--- src/rtl/vga_sync_gen.sv ---
// Raster timing generator for VGA (640x480 @ 60 Hz by default).
// Free-running x/y counters with sync and blank decoded from the next-state counters.
module vga_sync_gen #(
  parameter int   H_VISIBLE = 640,
  parameter int   H_FRONT   = 16,
  parameter int   H_SYNC    = 96,
  parameter int   H_BACK    = 48,
  parameter int   V_VISIBLE = 480,
  parameter int   V_FRONT   = 10,
  parameter int   V_SYNC    = 2,
  parameter int   V_BACK    = 33,
  parameter logic HS_POL    = 1'b0,
  parameter logic VS_POL    = 1'b0
) (
  input  logic       CLK,
  input  logic       RST,
  output logic       HS,
  output logic       VS,
  output logic [9:0] x,
  output logic [9:0] y,
  output logic       blank
);

  localparam int H_TOTAL = H_VISIBLE + H_FRONT + H_SYNC + H_BACK;
  localparam int V_TOTAL = V_VISIBLE + V_FRONT + V_SYNC + V_BACK;

  localparam logic [9:0]  H_LAST   = 10'(H_TOTAL - 1);
  localparam logic [9:0]  V_LAST   = 10'(V_TOTAL - 1);
  // 11-bit bounds so a sync window ending exactly at 1024 still fits
  localparam logic [10:0] H_VIS_W  = 11'(H_VISIBLE);
  localparam logic [10:0] V_VIS_W  = 11'(V_VISIBLE);
  localparam logic [10:0] HS_START = 11'(H_VISIBLE + H_FRONT);
  localparam logic [10:0] HS_END   = 11'(H_VISIBLE + H_FRONT + H_SYNC);
  localparam logic [10:0] VS_START = 11'(V_VISIBLE + V_FRONT);
  localparam logic [10:0] VS_END   = 11'(V_VISIBLE + V_FRONT + V_SYNC);

  logic [9:0]  x_q, x_d;
  logic [9:0]  y_q, y_d;
  logic        hs_q, hs_d;
  logic        vs_q, vs_d;
  logic        blank_q, blank_d;
  logic [10:0] x_w, y_w;

  // Next-state counters and the sync/blank decode of that next state
  always_comb begin
    x_d = x_q;
    y_d = y_q;
    if (x_q == H_LAST) begin
      x_d = 10'd0;
      if (y_q == V_LAST) begin
        y_d = 10'd0;
      end else begin
        y_d = y_q + 10'd1;
      end
    end else begin
      x_d = x_q + 10'd1;
      y_d = y_q;
    end

    x_w     = {1'b0, x_d};
    y_w     = {1'b0, y_d};
    hs_d    = ((x_w >= HS_START) && (x_w < HS_END)) ? HS_POL : ~HS_POL;
    vs_d    = ((y_w >= VS_START) && (y_w < VS_END)) ? VS_POL : ~VS_POL;
    blank_d = (x_w >= H_VIS_W) || (y_w >= V_VIS_W);
  end

  // Output registers; reset parks the raster on visible pixel (0,0)
  always_ff @(posedge CLK) begin
    if (RST) begin
      x_q     <= 10'd0;
      y_q     <= 10'd0;
      hs_q    <= ~HS_POL;
      vs_q    <= ~VS_POL;
      blank_q <= 1'b0;
    end else begin
      x_q     <= x_d;
      y_q     <= y_d;
      hs_q    <= hs_d;
      vs_q    <= vs_d;
      blank_q <= blank_d;
    end
  end

  assign x     = x_q;
  assign y     = y_q;
  assign HS    = hs_q;
  assign VS    = vs_q;
  assign blank = blank_q;

endmodule

--- config.mk ---
export PLATFORM = sky130hd
export DESIGN_NAME = vga_sync_gen
export DESIGN_NICKNAME = d
export VERILOG_FILES = /design/src/rtl/vga_sync_gen.sv
export SDC_FILE = /design/constraint.sdc
export NUM_CORES = 1
export LEC_CHECK = 0
export BUFFER_PORTS_ARGS = -buffer_cell sky130_fd_sc_hd__buf_2
export CAP_MARGIN = 20
export CORE_AREA = 2 2 54 56
export CTS_CLUSTER_SIZE = 28
export DETAILED_ROUTE_END_ITERATION = 12
export DIE_AREA = 0 0 56 58
export GPL_ROUTABILITY_DRIVEN = 0
export PLACE_DENSITY_LB_ADDON = 0.12
export SETUP_SLACK_MARGIN = 0.5
export SKIP_LAST_GASP = 1
export SLEW_MARGIN = 20
export SYNTH_ARGS = -nofsm -noshare
export SYNTH_HDL_FRONTEND = slang
export SYNTH_SLANG_ARGS = --single-unit
export TNS_END_PERCENT = 30
--- constraint.sdc ---
create_clock -name CLK -period 4.98 [get_ports CLK]
set_clock_uncertainty 0.05 [all_clocks]
set_input_delay 0.747 -clock CLK [delete_from_list [all_inputs] [get_ports CLK]]
set_output_delay 0.747 -clock CLK [all_outputs]
set_load 0.01 [all_outputs]
==> impl_summary.log <==
[metrics] number of different library cells in the post-synthesis netlist: 38
[metrics] initial antenna violation count: 0
[metrics] Post-Syn Instances: 160
[metrics] RSZ-0062 raised after global routing: false
[metrics] area delta synth->final: 11.4%
[metrics] source of the worst register-to-register timing path: x[0]
[metrics] Max Buffers Root-to-Sink: 2
[metrics] clock transition at the registers of the reported paths: 0.12 ns
[metrics] Avg Synthesized Cell Area: 7.92 sq um
[metrics] switching power summed over all nets: 0.0609 mW
[metrics] ys async rst share: 0%
[metrics] part of the Yosys area used for sequential elements: 36.3%
[metrics] fraction of the cycle the final worst path needs: 54.6%
[metrics] Hold Slack: 0.515 ns
[metrics] portion of total power attributed to the clock network: 29.4%
[metrics] chip width: 56 um
[metrics] flip-flop and latch count after synthesis: 23
[metrics] register share of total power: 67.0%
[metrics] most used flip-flop cell after synthesis: dfxtp_1
[metrics] Final min period: 2.72 ns
[metrics] fillcell total: 270
[metrics] slew of the pin with the lowest slew margin: 0.853 ns
[metrics] nets: 188
[metrics] combinational power share: 3.6%
[metrics] setup TNS: 0 ns
[metrics] I/O pin cnt: 25
[metrics] TritonCTS clock tree: built
[metrics] data required time of the critical path: 5.13 ns
[metrics] total number of clock tree sinks: 23
[metrics] DR vias/cell: 5.63
[metrics] 1st-pass router iterations: 4
[metrics] switch share: 21.6%
[metrics] count of instances resized after the clock tree is built: 0
[metrics] overall power of the completed layout: 0.282 mW
[metrics] status: completed
[metrics] detailed-route wire length: 2720 um
[metrics] depth of the worst register-to-register path: 7
[metrics] number of CTS-inserted buffers: 3
[metrics] Final Hold Viols: 0
[metrics] startpoint of the worst hold path: x[0]
[metrics] largest net degree at the start of global routing: 18
[metrics] Synth top area share: 36.3%
[metrics] core region area: 2660 sq um
[metrics] total internal power: 0.221 mW
[metrics] Achievable Freq: 0.368 GHz
[metrics] Place WS: 2.32 ns
[metrics] Antenna diodes: 0
[metrics] count of flip-flops with a built-in enable after synthesis: 0
[metrics] number of global-route vias before repair: 1043
[metrics] reg-to-reg slack, setup: 2.26 ns
[metrics] cell type contributing the most total cell area after synthesis: dfxtp_1
[metrics] # setup viols final: 0
[metrics] leftover overflow at the end of global routing: 0
[metrics] share of cells above drive strength 1: 17.1%
[metrics] max cap viols: 0
[metrics] number of nets produced by synthesis: 166
[metrics] count of final max-slew check failures: 0
[metrics] number of design rule violations left after detail routing: 0
[metrics] die height: 58 um
[metrics] global-route wire length before repair: 4760 um
[metrics] count of routing violations after the opening detailed-route iteration: 32
[metrics] clock latency at the later pin of the worst-skew pair: 0.30 ns
[metrics] Worst Path Arrival: 2.87 ns
[metrics] worst slew margin relative to its limit: 42.7%
[metrics] number of setup buffers added after CTS: 0
[metrics] CP Capture Type: register
[metrics] top cells by count, synth: dfxtp_1 (23), nor2_1 (23), nand2_1 (13)
[metrics] HPWL reported at the end of detailed placement: 2000 um
[metrics] # port buffers: 24
[metrics] global-route usage over all layers: 18.3%
[metrics] combined area of the multi-input logic cells: 751 sq um
[metrics] leakage power figure: 0.585 nW
[metrics] number of hold buffers added after CTS: 0
[metrics] number of levels in the clock H-tree: 1
[metrics] starting utilization of the core area: 47.6%
[metrics] number of vias in the routed layout: 1193
[metrics] power density cells: 200 nW/um^2
[metrics] Detail Route Antenna Nets: 0
[metrics] Ys Warns: 0
[metrics] Die ar.: 3250 sq um
[metrics] final routed wire length divided by cell count: 12.8 um
[metrics] kind of start point of the critical path: register
[metrics] class of the tightest hold or removal check: register to register
[metrics] instance count after placement with tap cells included: 208
[metrics] final non-filler cell total: 212
[metrics] Site Rows: 19
[metrics] endpoint of the most critical register-to-register path: blank
[metrics] sequential standard cell area: 460 sq um
[metrics] Clock Root Buffer: clkbuf_4
[metrics] crit-path max FO: 13
[metrics] least setup slack across all paths after layout: 2.26 ns
[metrics] hold depth: 1
[metrics] Mapped Area: 1270 sq um
[metrics] endpoint of the worst hold-timing path: x[0]
[metrics] path type of the worst setup path: register to register
[metrics] VDD IR max: 0.223 mV
[metrics] top cells by area in the synthesized netlist: dfxtp_1 (36%), nor2_1 (6.8%), a21oi_1 (4.7%), xor2_1 (4.1%), ha_1 (3.9%)
-- logic make-up (layout without fill, tap and decap cells) --
logic type | after synthesis | count (layout) | share of synthesized area, %
buf+inv | 11 | 32 | 4.44
xor+xnor | 11 | 11 | 7.60
compound gates | 28 | 28 | 12.9
simple gates | 83 | 83 | 34.7
flops | 23 | 23 | 36.3
fa+ha+maj | 4 | 4 | 3.95
-- routing by layer --
layer / wire [um] / global-route usage, % / up-vias
met1: 1320 / 25.7 / 553
met2: 1240 / 28.9 / 26
met4: 18 / 4.42 / 0
met3: 143 / 4.24 / 2
met5: 0 / 0 / -
li1: - / - / 612
-- how the worst max path moves through the flow --
stage,from,depth (start not counted),endpoint
after floorplan,x[0],7,y[8]
after global placement,x[0],7,blank
after detailed placement,x[0],7,blank
after CTS,x[0],7,blank
after global routing,x[0],7,blank
final,x[0],7,blank
-- flip-flops by register name (all words and copies together) (netlist names) --
name	count
y	10
HS	1
blank	1
x	10
VS	1
-- worst max-delay path, cell delays in order, from the launching register on --
cell	delay (ns)
dfxtp_1	0.44
ha_1	0.26
nand4_2	0.24
nor3_2	0.66
o21ai_1	0.13
and3_1	0.21
o32a_1	0.36
o31a_1	0.28
-- cells in the final DEF (no fill, tap or decap), types with 2 or more instances in the layout --
cell / netlist / routed
inv_1: 4 / 4
nand3b_1: 2 / 2
ha_1: 4 / 4
clkbuf_4: 0 / 3
buf_2: 0 / 24
nand2_1: 13 / 13
nor4_1: 2 / 2
nor2_1: 23 / 23
dfxtp_1: 23 / 23
nand4b_1: 3 / 3
a21oi_1: 12 / 12
o31a_1: 2 / 2
nand3_1: 7 / 7
nor3_1: 10 / 10
or3_1: 3 / 3
xor2_1: 6 / 6
and2_1: 2 / 2
o21ai_0: 8 / 8
or2_1: 2 / 2
nand4_1: 3 / 3
xnor2_1: 5 / 5
and3_1: 3 / 3
-- power groups by stage --
stage | clock network, mW | registers [mW] | logic [mW]
2_1_floorplan | 0 | 0.194 | 0.00562
3_3_place_gp | 0 | 0.193 | 0.0102
3_5_place_dp | 0 | 0.193 | 0.0102
4_1_cts | 0.0888 | 0.189 | 0.0104
5_1_grt | 0.0956 | 0.189 | 0.0112
6_report | 0.0831 | 0.189 | 0.0101
-- metrics by stage --
step	cell area, sq um	utilization [%]
global placement	1390	52.0
finish	1410	53.0
detailed placement	1390	52.0
floorplan	1270	-
global route	1410	53.0
CTS	1410	53.0
-- cell type report --
type | count | share of cell area, %
clock buffers | 4 | 1.86
inverters | 4 | 1.06
multi-input cells | 126 | 53.2
flip-flops and latches | 23 | 32.6
well taps | 31 | 2.75
repair buffers | 24 | 8.51
No activity file was read; power rests on OpenSTA's default activity.
